<file path="config.mk">
export PLATFORM = sky130hd
export DESIGN_NAME = dsi_long_pkt_builder_flat
export DESIGN_NICKNAME = d
export VERILOG_FILES = /design/src/rtl/dsi_long_pkt_builder_pkg.sv /design/src/rtl/dsi_long_pkt_builder_if.sv /design/src/rtl/dsi_long_pkt_builder_ecc.sv /design/src/rtl/dsi_long_pkt_builder.sv /design/src/flat_wrapper.sv
export SDC_FILE = /design/constraint.sdc
export NUM_CORES = 1
export LEC_CHECK = 0
export ABC_AREA = 1
export CAP_MARGIN = 10
export CORE_AREA = 2 2 158 160
export DETAILED_ROUTE_END_ITERATION = 10
export DIE_AREA = 0 0 160 162
export GPL_ROUTABILITY_DRIVEN = 0
export GPL_TIMING_DRIVEN = 1
export MAX_ROUTING_LAYER = met4
export SLEW_MARGIN = 40
export SYNTH_ARGS = -nofsm -noshare
export SYNTH_HDL_FRONTEND = slang
export SYNTH_SLANG_ARGS = --single-unit
</file>
<file path="constraint.sdc">
create_clock -name dsi_clk -period 9.1 [get_ports dsi_clk]
set_input_delay 1.365 -clock dsi_clk [delete_from_list [all_inputs] [get_ports dsi_clk]]
set_output_delay 1.365 -clock dsi_clk [all_outputs]
set_load 0.03 [all_outputs]
</file>
<file path="src/rtl/dsi_long_pkt_builder_pkg.sv">
// dsi_pkg: shared types and constants for the DSI transmit packet path.
//   FRAME_LENGTH_DEF : default pixels per line packet (24 bits each)
//   WC_W             : word-count / byte-counter width
//   state_e          : long-packet builder sequencing states
//   DT_RGB888        : DSI data type for packed 24-bit pixels
//   HDR_BYTES/FTR_BYTES : fixed header and CRC footer sizes
package dsi_pkg;
    localparam int FRAME_LENGTH_DEF = 4;
    localparam int WC_W             = 16;
    localparam int HDR_BYTES        = 4;
    localparam int FTR_BYTES        = 2;

    localparam logic [5:0] DT_RGB888 = 6'h3E;

    typedef enum logic [1:0] {
        IDLE = 2'd0,
        HDR  = 2'd1,
        PAY  = 2'd2,
        FTR  = 2'd3
    } state_e;
endpackage

</file>
<file path="src/rtl/dsi_long_pkt_builder_if.sv">
// Bus between the payload CRC stage, the long-packet builder and the lane side.
//   payload/crc/crc_done/vc/dt : capture side (driven by the CRC stage)
//   byte_out/byte_valid/byte_ready : byte stream with valid/ready handshake
//   pkt_start/pkt_end          : first header byte / last footer byte markers
//   busy/drop_err              : status
// master = builder, slave = the environment around it.
interface dsi_long_pkt_builder_if
    import dsi_pkg::*;
#(
    parameter int FRAME_LENGTH = FRAME_LENGTH_DEF
) ();
    logic [FRAME_LENGTH*24-1:0] payload;
    logic [15:0]                crc;
    logic                       crc_done;
    logic [1:0]                 vc;
    logic [5:0]                 dt;
    logic [7:0]                 byte_out;
    logic                       byte_valid;
    logic                       byte_ready;
    logic                       pkt_start;
    logic                       pkt_end;
    logic                       busy;
    logic                       drop_err;

    modport master (
        input  payload, crc, crc_done, vc, dt, byte_ready,
        output byte_out, byte_valid, pkt_start, pkt_end, busy, drop_err
    );

    modport slave (
        output payload, crc, crc_done, vc, dt, byte_ready,
        input  byte_out, byte_valid, pkt_start, pkt_end, busy, drop_err
    );
endinterface

</file>
<file path="src/rtl/dsi_long_pkt_builder_ecc.sv">
// dsi_ecc: combinational MIPI DSI packet-header Hamming encoder.
//   data_i : {WC MSB, WC LSB, DI}, bit 0 = DI[0]
//   ecc_o  : 6-bit ECC (P5..P0)
// Each parity bit is the XOR of the data bits selected by its mask.
module dsi_ecc (
    input  logic [23:0] data_i,
    output logic [5:0]  ecc_o
);
    localparam logic [23:0] M0 = 24'hF12CB7;
    localparam logic [23:0] M1 = 24'hF2555B;
    localparam logic [23:0] M2 = 24'h749A6D;
    localparam logic [23:0] M3 = 24'hB8E38E;
    localparam logic [23:0] M4 = 24'hDF03F0;
    localparam logic [23:0] M5 = 24'hEFFC00;

    assign ecc_o = {^(data_i & M5), ^(data_i & M4), ^(data_i & M3),
                    ^(data_i & M2), ^(data_i & M1), ^(data_i & M0)};
endmodule

</file>
<file path="src/rtl/dsi_long_pkt_builder.sv">
// dsi_long_pkt_builder: captures a line payload + CRC on crc_done and streams
// a DSI long packet (DI, WC LSB, WC MSB, ECC, payload, CRC LSB, CRC MSB).
//   dsi_clk : clock, all logic on posedge
//   dsi_rst : asynchronous active-high reset
//   bus     : dsi_long_pkt_builder_if.master (capture inputs, byte stream, status)
module dsi_long_pkt_builder
    import dsi_pkg::*;
#(
    parameter int FRAME_LENGTH = FRAME_LENGTH_DEF
) (
    input logic                    dsi_clk,
    input logic                    dsi_rst,
    dsi_long_pkt_builder_if.master bus
);
    localparam int              PAY_W = FRAME_LENGTH * 24;
    localparam logic [WC_W-1:0] WC    = WC_W'(3 * FRAME_LENGTH);

    state_e          state_q, state_d;
    logic [WC_W-1:0] cnt_q, cnt_d;
    logic [PAY_W-1:0] pay_q, pay_d;
    logic [15:0]     crc_q, crc_d;
    logic [7:0]      di_q, di_d;
    logic [7:0]      byte_q, byte_d;
    logic            valid_q, start_q, end_q, busy_q, drop_q;
    logic            accept, last, capture;
    logic [5:0]      ecc6;

    // ECC only ever feeds header byte 3, by which time DI is latched.
    dsi_ecc u_ecc (.data_i({WC, di_q}), .ecc_o(ecc6));

    function automatic logic [WC_W-1:0] sec_len(state_e s);
        case (s)
            HDR:     return WC_W'(HDR_BYTES);
            PAY:     return WC;
            FTR:     return WC_W'(FTR_BYTES);
            default: return '0;
        endcase
    endfunction

    always_comb begin
        accept  = valid_q & bus.byte_ready;
        last    = (cnt_q == sec_len(state_q) - 1'b1);
        // A new line may be taken when idle or exactly on the final footer accept.
        capture = bus.crc_done & ((state_q == IDLE) | ((state_q == FTR) & accept & last));
        state_d = state_q;
        cnt_d   = cnt_q;
        if (capture) begin
            state_d = HDR;
            cnt_d   = '0;
        end else if (accept) begin
            if (last) begin
                cnt_d = '0;
                case (state_q)
                    HDR:     state_d = PAY;
                    PAY:     state_d = FTR;
                    default: state_d = IDLE;
                endcase
            end else begin
                cnt_d = cnt_q + 1'b1;
            end
        end
        pay_d = capture ? bus.payload : pay_q;
        crc_d = capture ? bus.crc : crc_q;
        di_d  = capture ? {bus.vc, bus.dt} : di_q;
    end

    // Output byte is a pure function of the next position, so a stall
    // (no change of state/count) holds it stable automatically.
    always_comb begin
        byte_d = 8'h00;
        case (state_d)
            HDR: begin
                case (cnt_d[1:0])
                    2'd0:    byte_d = di_d;
                    2'd1:    byte_d = WC[7:0];
                    2'd2:    byte_d = WC[15:8];
                    default: byte_d = {2'b00, ecc6};
                endcase
            end
            PAY:     byte_d = 8'(pay_d >> {cnt_d, 3'b000});
            FTR:     byte_d = cnt_d[0] ? crc_d[15:8] : crc_d[7:0];
            default: byte_d = 8'h00;
        endcase
    end

    always_ff @(posedge dsi_clk or posedge dsi_rst) begin
        if (dsi_rst) begin
            state_q <= IDLE;
            cnt_q   <= '0;
            pay_q   <= '0;
            crc_q   <= '0;
            di_q    <= '0;
            byte_q  <= '0;
            valid_q <= 1'b0;
            start_q <= 1'b0;
            end_q   <= 1'b0;
            busy_q  <= 1'b0;
            drop_q  <= 1'b0;
        end else begin
            state_q <= state_d;
            cnt_q   <= cnt_d;
            pay_q   <= pay_d;
            crc_q   <= crc_d;
            di_q    <= di_d;
            byte_q  <= byte_d;
            valid_q <= (state_d != IDLE);
            start_q <= (state_d == HDR) && (cnt_d == '0);
            end_q   <= (state_d == FTR) && (cnt_d == WC_W'(FTR_BYTES - 1));
            busy_q  <= (state_d != IDLE);
            drop_q  <= drop_q | (bus.crc_done & ~capture);
        end
    end

    assign bus.byte_out   = byte_q;
    assign bus.byte_valid = valid_q;
    assign bus.pkt_start  = start_q;
    assign bus.pkt_end    = end_q;
    assign bus.busy       = busy_q;
    assign bus.drop_err   = drop_q;
endmodule

</file>
<file path="src/flat_wrapper.sv">
// flat-port wrapper written by rule: the top's interface ports become plain ports
module dsi_long_pkt_builder_flat import dsi_pkg::*;
#(
    parameter int FRAME_LENGTH = FRAME_LENGTH_DEF
)
  (dsi_clk, dsi_rst, bus_payload, bus_crc, bus_crc_done, bus_vc, bus_dt, bus_byte_ready, bus_byte_out, bus_byte_valid, bus_pkt_start, bus_pkt_end, bus_busy, bus_drop_err);
  dsi_long_pkt_builder_if #(.FRAME_LENGTH(FRAME_LENGTH)) bus_i ();
  input logic dsi_clk;
  input logic dsi_rst;
  input wire logic [$bits(bus_i.payload)-1:0] bus_payload;
  input wire logic [$bits(bus_i.crc)-1:0] bus_crc;
  input wire logic [$bits(bus_i.crc_done)-1:0] bus_crc_done;
  input wire logic [$bits(bus_i.vc)-1:0] bus_vc;
  input wire logic [$bits(bus_i.dt)-1:0] bus_dt;
  input wire logic [$bits(bus_i.byte_ready)-1:0] bus_byte_ready;
  output wire logic [$bits(bus_i.byte_out)-1:0] bus_byte_out;
  output wire logic [$bits(bus_i.byte_valid)-1:0] bus_byte_valid;
  output wire logic [$bits(bus_i.pkt_start)-1:0] bus_pkt_start;
  output wire logic [$bits(bus_i.pkt_end)-1:0] bus_pkt_end;
  output wire logic [$bits(bus_i.busy)-1:0] bus_busy;
  output wire logic [$bits(bus_i.drop_err)-1:0] bus_drop_err;
  assign bus_i.payload = bus_payload;
  assign bus_i.crc = bus_crc;
  assign bus_i.crc_done = bus_crc_done;
  assign bus_i.vc = bus_vc;
  assign bus_i.dt = bus_dt;
  assign bus_i.byte_ready = bus_byte_ready;
  assign bus_byte_out = bus_i.byte_out;
  assign bus_byte_valid = bus_i.byte_valid;
  assign bus_pkt_start = bus_i.pkt_start;
  assign bus_pkt_end = bus_i.pkt_end;
  assign bus_busy = bus_i.busy;
  assign bus_drop_err = bus_i.drop_err;
  dsi_long_pkt_builder #(.FRAME_LENGTH(FRAME_LENGTH)) u_core (.dsi_clk(dsi_clk), .dsi_rst(dsi_rst), .bus(bus_i));
endmodule
</file>
==> results_dict.tcl, run 1 <==
set metrics [dict create \
    antenna_found_initial 0 \
    synth_cells 1121 \
    use_met3_pct 3.19 \
    ant_nets 0 \
    grt_max_degree 84 \
    rsz0062_at_grt "false" \
    yosysSeqAreaShare_pct 46.4 \
    reg2reg_slack_ps 4500 \
    cts_resized 0 \
    fillers 2538 \
    synth-main-ff-cell "dfrtp_1" \
    dieArea_um2 25900 \
    cp.required_ps 9410 \
    drive_gt1_share_pct 6.17 \
    top_usage_layer "met2" \
    timing.rr.end "u_core.bus.byte_out[0]" \
    reg2regPathDepth 18 \
    fin_skew_ps 12.2 \
    synth_xor_area_share_pct 2.38 \
    die_x_um 160 \
    pin_count 137 \
    drt-pass1-iter-count 7 \
    min_from "u_core.pay_q[82]" \
    vias 7314 \
    clock_sinks 150 \
    power_density_nw_per_um2 225 \
    drcViolationCount 0 \
    clock.fmax_ghz 0.198 \
    syn_area_per_cell_um2 7.22 \
    portBuffers 136 \
    synthAdderAreaFrac_pct 0.773 \
    avgRoutedWirePerCell_um 15.0 \
    netlist_top_cells_count "nand2_1, dfrtp_1, inv_1, nor2_1, nand3_1" \
    yosys.area_share.simple_pct 35.8 \
    cts_buffers 17 \
    vias_per_cell 4.65 \
    crit_fanout 67 \
    hold_path_end "u_core.pay_q[82]" \
    synth_area_leaders "dfrtp_1, nand2_1, nand3_1" \
    synth_warnings 0 \
    irDropWorstVdd_uv 147 \
    synth_edf_count 0 \
    fin_tns_setup_ps 0 \
    synth_compound_area_share_pct 4.79 \
    hold_viol_final 0 \
    dpl.hpwl_mm 17.4 \
    max_slew.worst_pin.slew_ps 668 \
    cp-end-kind "flop" \
    synth_seq_cells 150 \
    cts_tree "built" \
    cp-start-kind "primary input" \
    async_flop_share_pct 100 \
    cts_root_buf "clkbuf_16" \
    rr_startpoint "u_core.state_q[0]" \
    critPathArrivalTime_ps 5350 \
    synth_top_area_share_pct 46.4 \
    std_cell_rows 57 \
    cts_setup_buffers 0 \
    grt_first_pass_wirelength_mm 38.4 \
    yosysMostFrequentCell "nand2_1" \
    diodes 0 \
    hold_depth 2 \
    drt-total-wl_mm 23.6 \
    hold_buffers 0 \
    fin_crit_ps 5040 \
    synth_fp_nets 1250 \
    drt_iter0_drc 521 \
    synth_mux_area_share_pct 0.124 \
    worstSetupPathType "primary input to flop" \
    nNetsFinal 1365 \
    core-area_um2 24100 \
    met1_usage_pct 24.5 \
    ctsHtreeMaxLevel 4 \
    syn-cell-area_um2 8090 \
    status "complete, no violations" \
    timing.final.ws_setup_ps 4060 \
    p_leak_nw 5.34 \
    synth.distinct_cells 37 \
    slew_headroom_pct 55.4 \
    synthToLayoutAreaGrowth_pct 26.8 \
    slew_violations 0 \
    hold_class "flop to flop" \
    first_global_vias 7264 \
    synth_top_family_by_area "simple AND/OR/NAND/NOR gates" \
    setup_viol 0 \
    die-height_um 162 \
    synth.largest_area_cell "dfrtp_1" \
    clk_pin_slew_ps 60 \
    max-clock-path-buffers 2 \
    maxCapViolations 0 \
    start_util_pct 33.6 \
    grt_usage_pct 19.5 \
    grt_util_met2_pct 31.5 \
    grt-ovfl-total 0 \
    worst_skew_pair.late_latency_ps 430 \
    pre_cts_ws_ps 3710 \
    period_share_pct 55.4 \
]
state kept, by name, indices dropped and copies added, names as in the netlist:
register and flops:
u_core.bus.drop_err 1, u_core.bus.pkt_end 1, u_core.crc_q 16, u_core.bus.byte_valid 1, u_core.pay_q 96, u_core.di_q 8
u_core.state_q 2, u_core.bus.pkt_start 1, u_core.bus.byte_out 8, u_core.cnt_q 16
per-layer routing:
layer  wire [um]  up-vias
met5           0        -
met4         765        0
met3        1100       46
met2       11100      213
met1       10700     3377
li1            -     3678
layout by cell type, fill, tap and decap left out, types with 2 or more instances in the layout:
cell type        instances
nor3_1                   5
xnor2_1                  6
buf_4                    6
dfrtp_1                150
clkinvlp_4               2
clkinv_1                 3
nor2_2                   4
a31oi_1                  2
a21oi_1                 12
nand3_2                  3
clkbuf_8                 2
o21ai_1                 11
clkdlybuf4s50_1        135
nand2_1                384
clkbuf_16               17
and2_1                   5
nor2_1                 119
nand4_1                  6
nand3_1                112
xor2_1                  16
o21a_1                   7
inv_1                  131
nand2_2                  3
inv_2                   13
clkinv_2                 3
ha_1                     5
o21ai_0                 26
o211ai_1                 4
clkinv_4                 5
nand3b_1                24
or2_2                   10
or2_0                    3
per-stage QoR:
stage                     cell area (um^2)  util (%)  power (mW)  cells  hold slack [ps]
after global placement                9700      40.2        1.63   1541              451
after CTS                            10300      42.6        2.31   1572              469
after global routing                 10300      42.6        2.46   1572              483
final                                10300      42.6        2.31   1572              468
after floorplan                       8090         -        1.34   1121              437
after detailed placement              9700      40.2        1.63   1541              455
logic make-up (layout without fill, tap and decap cells):
kind of cell | after synthesis | count (layout)
mux | 1 | 1
simple gates | 680 | 680
compound gates | 68 | 68
flops | 150 | 150
buf+inv | 195 | 322
xor+xnor | 22 | 22
fa+ha+maj | 5 | 5
power breakdown:
group | total, mW | leakage [nW] | internal [mW] | switching, mW
sequential | 0.783 | 1.82 | 0.730 | 0.0523
clock | 0.670 | 0.272 | 0.389 | 0.281
combinational | 0.853 | 3.24 | 0.281 | 0.572
total | 2.31 | 5.34 | 1.40 | 0.906
worst max path at each step:
stage          slack, ps                endpoint            from  cells after the start
5_1_grt             3750  u_core.bus.byte_out[0]  bus_byte_ready                     14
4_1_cts             4120  u_core.bus.byte_out[0]  bus_byte_ready                     14
3_3_place_gp        3780  u_core.bus.byte_out[3]  bus_byte_ready                     14
3_5_place_dp        3710  u_core.bus.byte_out[3]  bus_byte_ready                     14
2_1_floorplan       3700  u_core.bus.byte_out[0]         dsi_rst                      1
6_report            4060  u_core.bus.byte_out[0]  bus_byte_ready                     14
layout make-up:
class / instances / area (um^2) / share of cell area (%)
clock inverter: 11 / 104 / 1.01
timing repair buffer: 143 / 1410 / 13.8
tap: 324 / 405 / 3.95
clock buffer: 20 / 457 / 4.45
inverter: 148 / 563 / 5.49
multi-input combinational: 776 / 3570 / 34.8
sequential: 150 / 3750 / 36.6
worst max-delay path: stages:
cell	delay, ps
clkdlybuf4s50_1	400
nand2_1	230
nor2_1	90
nand3_2	110
nand2_2	50
buf_4	300
nand2_4	590
nand2_1	490
nand2_1	550
clkinv_1	430
a21oi_1	350
nand3_1	160
nand3_1	130
nand2_1	60
No activity file was read; power rests on OpenSTA's default activity.
==> run 2, diff against run 1 <==
==> constraint.sdc (replaced) <==
create_clock -name dsi_clk -period 4.4 [get_ports dsi_clk]
set_input_delay 0.66 -clock dsi_clk [delete_from_list [all_inputs] [get_ports dsi_clk]]
set_output_delay 0.66 -clock dsi_clk [all_outputs]
set_load 0.03 [all_outputs]
==> run 2 against run 1 <==
Compared with the run above: routed wire length up 0.92%; core utilization up 0.62 points; sequential share of layout area down 0.52 points; die area unchanged; largest cell class unchanged.
==> results_dict.tcl, run 2 (synthesis gave the netlist of run 1 again) <==
set metrics [dict create \
    status "complete, no violations" \
    antenna_found_initial 0 \
    setup_viol 0 \
    max_slew.worst_pin.slew_ps 722 \
    whs_ps 466 \
    path_cells "inv_1 -> ha_1 -> nor2_1 -> nand3_1 -> nand2_1 -> nand2_1 -> inv_2 -> nand3_2 -> nand2_2 -> nand2_4 -> buf_4 -> nand3_4 -> nand2_1 -> clkinv_1 -> a21oi_1 -> nand3_1 -> nand3_1 -> nand2_1" \
    regMostFlops "u_core.pay_q" \
    cp_common_cell "nand2_1" \
    worst_skew_pair.late_latency_ps 430 \
    drive_gt1_share_pct 6.24 \
    std_cell_rows 57 \
    core-area_um2 24100 \
    start_util_pct 33.6 \
    register_area_um2 3750 \
    ant_nets 0 \
    portBuffers 136 \
    cts_root_buf "clkbuf_16" \
    drcViolationCount 0 \
    irDropWorstVdd_uv 321 \
    cp-end-kind "flop" \
    cp-start-kind "flop" \
    clock_sinks 150 \
    hold_viol_final 0 \
    rr_startpoint "u_core.state_q[0]" \
    reg2regPathDepth 18 \
    slew_headroom_pct 51.8 \
    layout_common_cells "nand2_1, dfrtp_1, clkdlybuf4s50_1" \
    period_share_pct 84.0 \
    fin_crit_ps 3700 \
    reg.largest.list "u_core.pay_q (96), u_core.cnt_q (16), u_core.crc_q (16)" \
    avgRoutedWirePerCell_um 15.2 \
    diodes 0 \
    timing.rr.end "u_core.bus.byte_out[3]" \
    crit_path_max_incr_delay_ps 420 \
    hold_depth 2 \
    cp.required_ps 4710 \
    hold_class "flop to flop" \
    grt-ovfl-total 0 \
    power_density_nw_per_um2 489 \
    dpl.hpwl_mm 17.2 \
    fin_skew_ps 10.5 \
    max-clock-path-buffers 2 \
    crit_path_top_delay_cell "nand2_1" \
    grt_usage_pct 19.7 \
    cp_top_family "simple AND/OR/NAND/NOR gates" \
    multi_input_area_um2 3570 \
    layout_commonest_cell "nand2_1" \
    nNetsFinal 1366 \
    cts_buffers 17 \
    pin_count 137 \
    min_from "u_core.pay_q[83]" \
    critPathBufInv 4 \
    crit_fanout 26 \
    cts_resized 0 \
    worstSetupPathType "flop to flop" \
    vias 7293 \
    fillers 2511 \
    first_global_vias 7290 \
    synthToLayoutAreaGrowth_pct 28.6 \
    largest_register_ffs 96 \
    hold_path_end "u_core.pay_q[83]" \
    vias_per_cell 4.63 \
    hold_buffers 0 \
    drt_iter0_drc 617 \
    cts_tree "built" \
    clk_pin_slew_ps 60 \
    power_mw 5.09 \
    p_leak_nw 5.40 \
    rsz0062_at_grt "false" \
    grt_max_degree 127 \
    ctsHtreeMaxLevel 4 \
    drt-total-wl_mm 23.9 \
    fin_util_pct 43.2 \
    fin_tns_setup_ps 0 \
    drt-pass1-iter-count 5 \
    maxCapViolations 0 \
    die_x_um 160 \
    grt_first_pass_wirelength_mm 38.8 \
    dieArea_um2 25900 \
    reg2reg_slack_ps 700 \
    die-height_um 162 \
    critPathArrivalTime_ps 4010 \
    cts_setup_buffers 0 \
    slew_violations 0 \
    clock.fmax_ghz 0.271 \
]
-- run 2: worst max path at each step --
stage | startpoint | to | slack, ps | depth (start not counted)
floorplan | dsi_rst | u_core.bus.byte_out[0] | 1850 | 1
global placement | bus_byte_ready | u_core.bus.byte_out[0] | 610 | 14
detailed placement | bus_byte_ready | u_core.bus.byte_out[3] | 540 | 14
CTS | u_core.state_q[0] | u_core.bus.byte_out[3] | 690 | 18
global route | u_core.state_q[0] | u_core.bus.byte_out[6] | 270 | 18
finish | u_core.state_q[0] | u_core.bus.byte_out[3] | 700 | 18
-- run 2: tightest hold or removal path, cell delays in order (launching register included) --
cell	delay (ps)
dfrtp_1	320
nand2_1	60
nand2_1	50
-- run 2: where the power goes --
group | switching [mW] | internal (mW)
clock | 0.584 | 1.12
sequential | 0.107 | 1.51
combinational | 1.18 | 0.588
total | 1.87 | 3.22
-- run 2: metrics by stage --
stage | cells | area (um^2) | setup WS, ps
after detailed placement | 1542 | 9730 | 543
final | 1574 | 10400 | 705
after global placement | 1542 | 9730 | 610
after global routing | 1574 | 10400 | 268
after CTS | 1574 | 10400 | 686
after floorplan | 1121 | 8100 | 1850
-- run 2: layout make-up --
class | instances | area share [%]
repair buffers | 144 | 13.8
inverters | 148 | 5.37
flip-flops and latches | 150 | 36.1
clock buffers | 19 | 4.16
well taps | 324 | 3.89
multi-input cells | 776 | 34.3
clock inverters | 13 | 2.42
-- run 2: metal layers --
metal  global-route usage [%]  wire length, um
met1                     26.2            11300
met2                     31.5            11300
met3                     2.99              901
met4                     5.24              367
met5                        -                0
